$ cat src/rtl/vga_sync_gen.sv
`default_nettype none
// +--------------------------------------------------------------------------+
// | Module      : vga_sync_gen                                               |
// | Description : Vertical line counter and registered VGA timing decode     |
// |               (sync, visible window, pixel coordinates, frame pulse).    |
// |               Optional frame counter enabled by VGA_FRAME_COUNT_EN.      |
// | Revision    : 1.0 - initial release                                      |
// +--------------------------------------------------------------------------+

module vga_sync_gen #(
  parameter int H_VISIBLE       = 640,
  parameter int H_FRONT         = 16,
  parameter int H_SYNC          = 96,
  parameter int H_BACK          = 48,
  parameter int V_VISIBLE       = 480,
  parameter int V_FRONT         = 10,
  parameter int V_SYNC          = 2,
  parameter int V_BACK          = 33,
  parameter int SYNC_ACTIVE_LOW = 1
) (
  input  logic        clk,
  input  logic        rst,
  input  logic [15:0] h_count_in,
  input  logic        en_v_in,
  output logic        hsync,
  output logic        vsync,
  output logic        video_active,
  output logic [9:0]  pixel_x,
  output logic [9:0]  pixel_y,
  output logic        frame_start
`ifdef VGA_FRAME_COUNT_EN
  ,
  output logic [15:0] frame_count
`endif
);

  localparam int H_TOTAL = H_VISIBLE + H_FRONT + H_SYNC + H_BACK;
  localparam int V_TOTAL = V_VISIBLE + V_FRONT + V_SYNC + V_BACK;

  localparam logic [15:0] c_H_VISIBLE  = 16'(H_VISIBLE);
  localparam logic [15:0] c_HS_START   = 16'(H_VISIBLE + H_FRONT);
  localparam logic [15:0] c_HS_END     = 16'(H_VISIBLE + H_FRONT + H_SYNC);
  localparam logic [15:0] c_H_TOTAL    = 16'(H_TOTAL);
  localparam logic [9:0]  c_V_VISIBLE  = 10'(V_VISIBLE);
  localparam logic [9:0]  c_VS_START   = 10'(V_VISIBLE + V_FRONT);
  localparam logic [9:0]  c_VS_END     = 10'(V_VISIBLE + V_FRONT + V_SYNC);
  localparam logic [9:0]  c_V_LAST     = 10'(V_TOTAL - 1);
  localparam logic        c_SYNC_ON    = (SYNC_ACTIVE_LOW != 0) ? 1'b0 : 1'b1;
  localparam logic        c_SYNC_OFF   = ~c_SYNC_ON;

  logic [9:0] r_v_count;
  logic [9:0] w_v_next;
  logic [9:0] w_line;
  logic       w_h_in_frame;
  logic       w_h_sync_on;
  logic       w_v_sync_on;
  logic       w_active;
  logic       w_frame_start;

  // The decode uses the post-increment line on the strobe cycle so that
  // a new line's outputs begin exactly at h_count_in == 0.
  always_comb begin
    w_v_next      = (r_v_count == c_V_LAST) ? 10'd0 : r_v_count + 10'd1;
    w_line        = en_v_in ? w_v_next : r_v_count;
    w_h_in_frame  = (h_count_in < c_H_TOTAL);
    w_h_sync_on   = w_h_in_frame && (h_count_in >= c_HS_START) && (h_count_in < c_HS_END);
    w_v_sync_on   = (w_line >= c_VS_START) && (w_line < c_VS_END);
    w_active      = (h_count_in < c_H_VISIBLE) && (w_line < c_V_VISIBLE);
    w_frame_start = (h_count_in == 16'd0) && (w_line == 10'd0);
  end

  always_ff @(posedge clk or posedge rst) begin
    if (rst) begin
      r_v_count <= 10'd0;
    end else if (en_v_in) begin
      r_v_count <= w_v_next;
    end
  end

  always_ff @(posedge clk or posedge rst) begin
    if (rst) begin
      hsync        <= c_SYNC_OFF;
      vsync        <= c_SYNC_OFF;
      video_active <= 1'b0;
      pixel_x      <= 10'd0;
      pixel_y      <= 10'd0;
      frame_start  <= 1'b0;
    end else begin
      hsync        <= w_h_sync_on ? c_SYNC_ON : c_SYNC_OFF;
      vsync        <= w_v_sync_on ? c_SYNC_ON : c_SYNC_OFF;
      video_active <= w_active;
      pixel_x      <= w_active ? h_count_in[9:0] : 10'd0;
      pixel_y      <= w_active ? w_line : 10'd0;
      frame_start  <= w_frame_start;
    end
  end

`ifdef VGA_FRAME_COUNT_EN
  // Counts on the same edge that raises frame_start; wraps naturally.
  always_ff @(posedge clk or posedge rst) begin
    if (rst) begin
      frame_count <= 16'd0;
    end else if (w_frame_start) begin
      frame_count <= frame_count + 16'd1;
    end
  end
`endif

endmodule

`default_nettype wire

$ cat config.mk
export PLATFORM = sky130hd
export DESIGN_NAME = vga_sync_gen
export DESIGN_NICKNAME = d
export VERILOG_FILES = /design/src/rtl/vga_sync_gen.sv
export SDC_FILE = /design/constraint.sdc
export NUM_CORES = 1
export LEC_CHECK = 0
export CAP_MARGIN = 20
export CORE_ASPECT_RATIO = 1.1
export CORE_MARGIN = 1.5
export CORE_UTILIZATION = 34
export CTS_CLUSTER_SIZE = 40
export DETAILED_ROUTE_END_ITERATION = 8
export PLACE_DENSITY = 0.63
export SKIP_LAST_GASP = 1
export SLEW_MARGIN = 15
export SYNTH_ARGS = -nofsm -noshare
export SYNTH_HDL_FRONTEND = slang
export SYNTH_SLANG_ARGS = --single-unit
$ cat constraint.sdc
create_clock -name clk -period 3.69 [get_ports clk]
set_input_delay 0.369 -clock clk [delete_from_list [all_inputs] [get_ports clk]]
set_output_delay 0.369 -clock clk [all_outputs]
set_load 0.03 [all_outputs]
==> flow_summary.yaml <==
status:
  status: "completed"
clock_tree:
  clk-insertion-delay-late_ns: 0.28
  cts_tree: "yes"
  clock_tree.htree_level_count: 2
  ctsRootBufferMaster: "sky130_fd_sc_hd__clkbuf_8"
  holdBufCountCts: 0
  cts.sink_count: 34
  cts-root-to-sink-buffers: 2
  cts.repair.resized: 0
  cts_made_buffers: 5
  clk_pin_slew_worst_paths_ns: 0.07
  postCtsSetupRepairBufs: 0
die:
  core_region_area_sq_um: 4750
  design.portCount: 43
  start_util_pct: 35.88
  floorplan.die.width_microns: 70.50
  die_y_microns: 77.25
  die_area_sq_um: 5446
  std_cell_rows: 26
pwr:
  p_sw_uw: 308.9
  power.sequential.fraction_pct: 47.4
  p_total_uw: 997.9
  power.switching_fraction_pct: 30.96
  logic_gate_share_of_total_power_pct: 21.2
  p_clk_share_pct: 31.4
  cellInternalPower_uw: 688.9
  power_leakage_uw: 0.0009848
  p_per_area_nw_per_um2: 438.0
  vdd_ir_drop_max_mv: 0.2827
setup_path:
  critical_path.reg2reg.endpoint: "frame_start"
  critical_path.startpoint_type: "input port"
  cp_slowest_stage_delay_ns: 0.82
  required_ns: 3.89
  critPathSlowestCell: "sky130_fd_sc_hd__clkdlybuf4s50_1"
  timing.reg2reg.worst_path_depth: 7
  cp.arrival_ns: 2.52
  crit-reg2reg-launch: "r_v_count[0]"
  regToRegSetupSlack_ns: 1.47
  cp_max_fo: 20
  critPathCaptureType: "register"
  worstSetupPathType: "in2reg"
  crit_path_cell_trace: "clkdlybuf4s50_1, nand4_4, o31a_1, o2bb2ai_2, nand4_2, buf_4, nor3b_2"
synthesis:
  post_synth_xor_xnor_area_pct: 2.570
  post_synthesis_sequential_area_ratio_pct: 50.07
  post_synth.cell_area_avg_sq_um: 11.51
  synth_top_family_by_area: "simple AND/OR/NAND/NOR gates"
  multiplexer_share_of_the_synthesized_area_pct: 1.762
  yosysUniqueCellTypes: 37
  async_reset_ff_share_pct: 100.0
  post-synth-top-area-fraction_pct: 46.99
  ys_ff_latch: 34
  synth.area.top_cells: "sky130_fd_sc_hd__dfrtp_1, sky130_fd_sc_hd__nor3b_2, sky130_fd_sc_hd__nor3_2, sky130_fd_sc_hd__dfstp_2, sky130_fd_sc_hd__inv_1"
  yosys.area_share.simple_pct: 31.72
  netlist.top_cell.by_area: "sky130_fd_sc_hd__dfrtp_1"
  synth-compound-area-share_pct: 6.021
  synth_enable_flop_cells: 0
  postSynthCellCount: 148
  syn_area_sq_um: 1704
  ys_warn_count: 0
  post_synth_net_total: 169
  dominant_register_cell_in_the_synthesized_netlist: "sky130_fd_sc_hd__dfrtp_1"
  synthAdderAreaFrac_pct: 1.468
grt:
  global_route.usage.total_pct: 14.35
  grt_remaining_overflow: 0
  largest_net_degree_at_the_start_of_global_routing: 34
  antenna_violations_before_repair: 0
  first_pass_grt_wire_length_mm: 6.154
  grt_pass1_vias: 1280
sta:
  setup_viol_count_final: 0
  timing.clock.skew_ns: 0.004947
  layout_worst_path_cycle_share_pct: 62.93
  setup_repair_after_global_routing_missed_its_margin: "false"
  setup-tns-final_ns: 0
  slew-limit-headroom_pct: 62.69
  final.min_clock_period_ns: 2.322
  finalHoldViolCount: 0
  max_freq_mhz: 430.6
  maxSlewViolCount: 0
  timing_worst_slew_pin_value_ns: 0.5579
  setup_slack_ns: 1.368
drt:
  drtPass1Iterations: 4
  drc_errors: 0
  drt.antenna.violating_nets: 0
  detailedRoute.firstIterationViolations: 123
  detail_route.wirelength_mm: 3.665
  routedWlPerCell_microns: 14.66
  dr_total_vias: 1274
  vias_per_cell: 5.096
cells_and_area:
  finish.net_count: 214
  antennaDiodeCount: 0
  number_of_fill_cells_in_the_layout: 415
  layout-drive-gt1-share_pct: 20.62
  syn_to_final_growth_pct: 33.70
placed_design:
  dpl.hpwl_mm: 2.718
  buffer_ports.inserted: 42
  place_ws_ns: 1.061
  place_congestion: 0.8245
flow_run:
  cap_violations: 0
hold_path:
  holdCritPathClass: "in2async"
## cells in the final DEF (no fill, tap or decap), types with 2 or more instances in the layout
master / count
sky130_fd_sc_hd__mux2i_1: 3
sky130_fd_sc_hd__o21ai_0: 2
sky130_fd_sc_hd__nand4_1: 7
sky130_fd_sc_hd__and2_1: 2
sky130_fd_sc_hd__buf_4: 3
sky130_fd_sc_hd__dfrtp_1: 32
sky130_fd_sc_hd__a31oi_1: 4
sky130_fd_sc_hd__clkdlybuf4s50_1: 42
sky130_fd_sc_hd__xnor2_1: 5
sky130_fd_sc_hd__nor3_1: 6
sky130_fd_sc_hd__and4_2: 2
sky130_fd_sc_hd__ha_1: 2
sky130_fd_sc_hd__nor3_2: 6
sky130_fd_sc_hd__nor4_1: 2
sky130_fd_sc_hd__nor2_1: 10
sky130_fd_sc_hd__dfstp_2: 2
sky130_fd_sc_hd__inv_1: 12
sky130_fd_sc_hd__nor4b_2: 2
sky130_fd_sc_hd__nand4b_1: 2
sky130_fd_sc_hd__nand2_1: 12
sky130_fd_sc_hd__clkbuf_8: 8
sky130_fd_sc_hd__nor3b_2: 13
## cells in the mapped netlist, types with 2 or more instances
| library cell | count |
|---|---|
| sky130_fd_sc_hd__nor4b_2 | 2 |
| sky130_fd_sc_hd__nor3_2 | 6 |
| sky130_fd_sc_hd__a31oi_1 | 4 |
| sky130_fd_sc_hd__xnor2_1 | 5 |
| sky130_fd_sc_hd__ha_1 | 2 |
| sky130_fd_sc_hd__nor4_1 | 2 |
| sky130_fd_sc_hd__nand2_1 | 12 |
| sky130_fd_sc_hd__and2_1 | 2 |
| sky130_fd_sc_hd__buf_6 | 3 |
| sky130_fd_sc_hd__dfstp_2 | 2 |
| sky130_fd_sc_hd__nor3b_2 | 13 |
| sky130_fd_sc_hd__and4_2 | 2 |
| sky130_fd_sc_hd__inv_1 | 12 |
| sky130_fd_sc_hd__nor3_1 | 6 |
| sky130_fd_sc_hd__dfrtp_1 | 32 |
| sky130_fd_sc_hd__o21ai_0 | 2 |
| sky130_fd_sc_hd__nand4b_1 | 2 |
| sky130_fd_sc_hd__buf_4 | 3 |
| sky130_fd_sc_hd__mux2i_1 | 3 |
| sky130_fd_sc_hd__nand4_1 | 7 |
| sky130_fd_sc_hd__nor2_1 | 10 |
## power groups by stage
stage,logic (uW),clock network [uW],registers (uW)
floorplan,163,0,457
global placement,207,0,477
detailed placement,212,0,478
CTS,214,320,471
global route,235,338,480
finish,211,314,473
## critical path, delay by kind of cell
| family | cells | cell delay [ns] |
|---|---|---|
| AND/OR/NAND/NOR | 3 | 0.49 |
| buffers and inverters | 2 | 1.07 |
| AO/OA/AOI/OAI | 2 | 0.58 |
## registers in the layout, summed over array words and instances, names as in the netlist
signal and cells:
pixel_x 10, pixel_y 10, r_v_count 10, frame_start 1
hsync 1, video_active 1, vsync 1
## stage by stage
stage          utilization, %  std cells  cell area [sq um]  hold slack (ns)
2_1_floorplan               -        148               1704           0.4421
3_3_place_gp            45.65        242               2168           0.5226
3_5_place_dp            45.65        242               2168           0.5247
4_1_cts                 47.97        250               2278           0.2201
5_1_grt                 47.97        250               2278           0.2277
6_report                47.97        250               2278           0.2223
## cells by family after synthesis
| group | after synthesis |
|---|---|
| adder cells (fa/ha/maj) | 2 |
| other | 1 |
| multiplexers | 3 |
| AO/OA/AOI/OAI | 13 |
| buffers and inverters | 19 |
| XOR/XNOR | 5 |
| AND/OR/NAND/NOR | 71 |
| flip-flops | 34 |
## layout make-up
class	instances	area, sq um	share of cell area, %
well taps	56	70.07	3.075
multi-input cells	95	757.0	33.22
repair buffers	45	442.9	19.44
flip-flops and latches	34	853.3	37.45
clock buffers	8	110.1	4.833
inverters	12	45.04	1.977
## routing by layer
layer / vias up / GRT usage, % / wire [microns] / part of all wire, %
met1: 607 / 18.11 / 1567 / 43
li1: 611 / - / - / -
met2: 51 / 23.30 / 1797 / 49
met5: - / 0 / 0 / 0
met3: 5 / 4.862 / 265 / 7.2
met4: 0 / 4.038 / 35 / 0.95
## worst max-delay path by stage
| stage | endpoint | start | slack (ns) |
|---|---|---|---|
| after detailed placement | pixel_x[7] | en_v_in | 1.06 |
| after floorplan | frame_start | r_v_count[0] | 1.82 |
| after CTS | pixel_x[7] | en_v_in | 1.35 |
| after global routing | pixel_y[4] | en_v_in | 1.19 |
| final | pixel_y[4] | en_v_in | 1.37 |
| after global placement | pixel_x[1] | en_v_in | 1.15 |
Power figures use the tool's default switching activity.
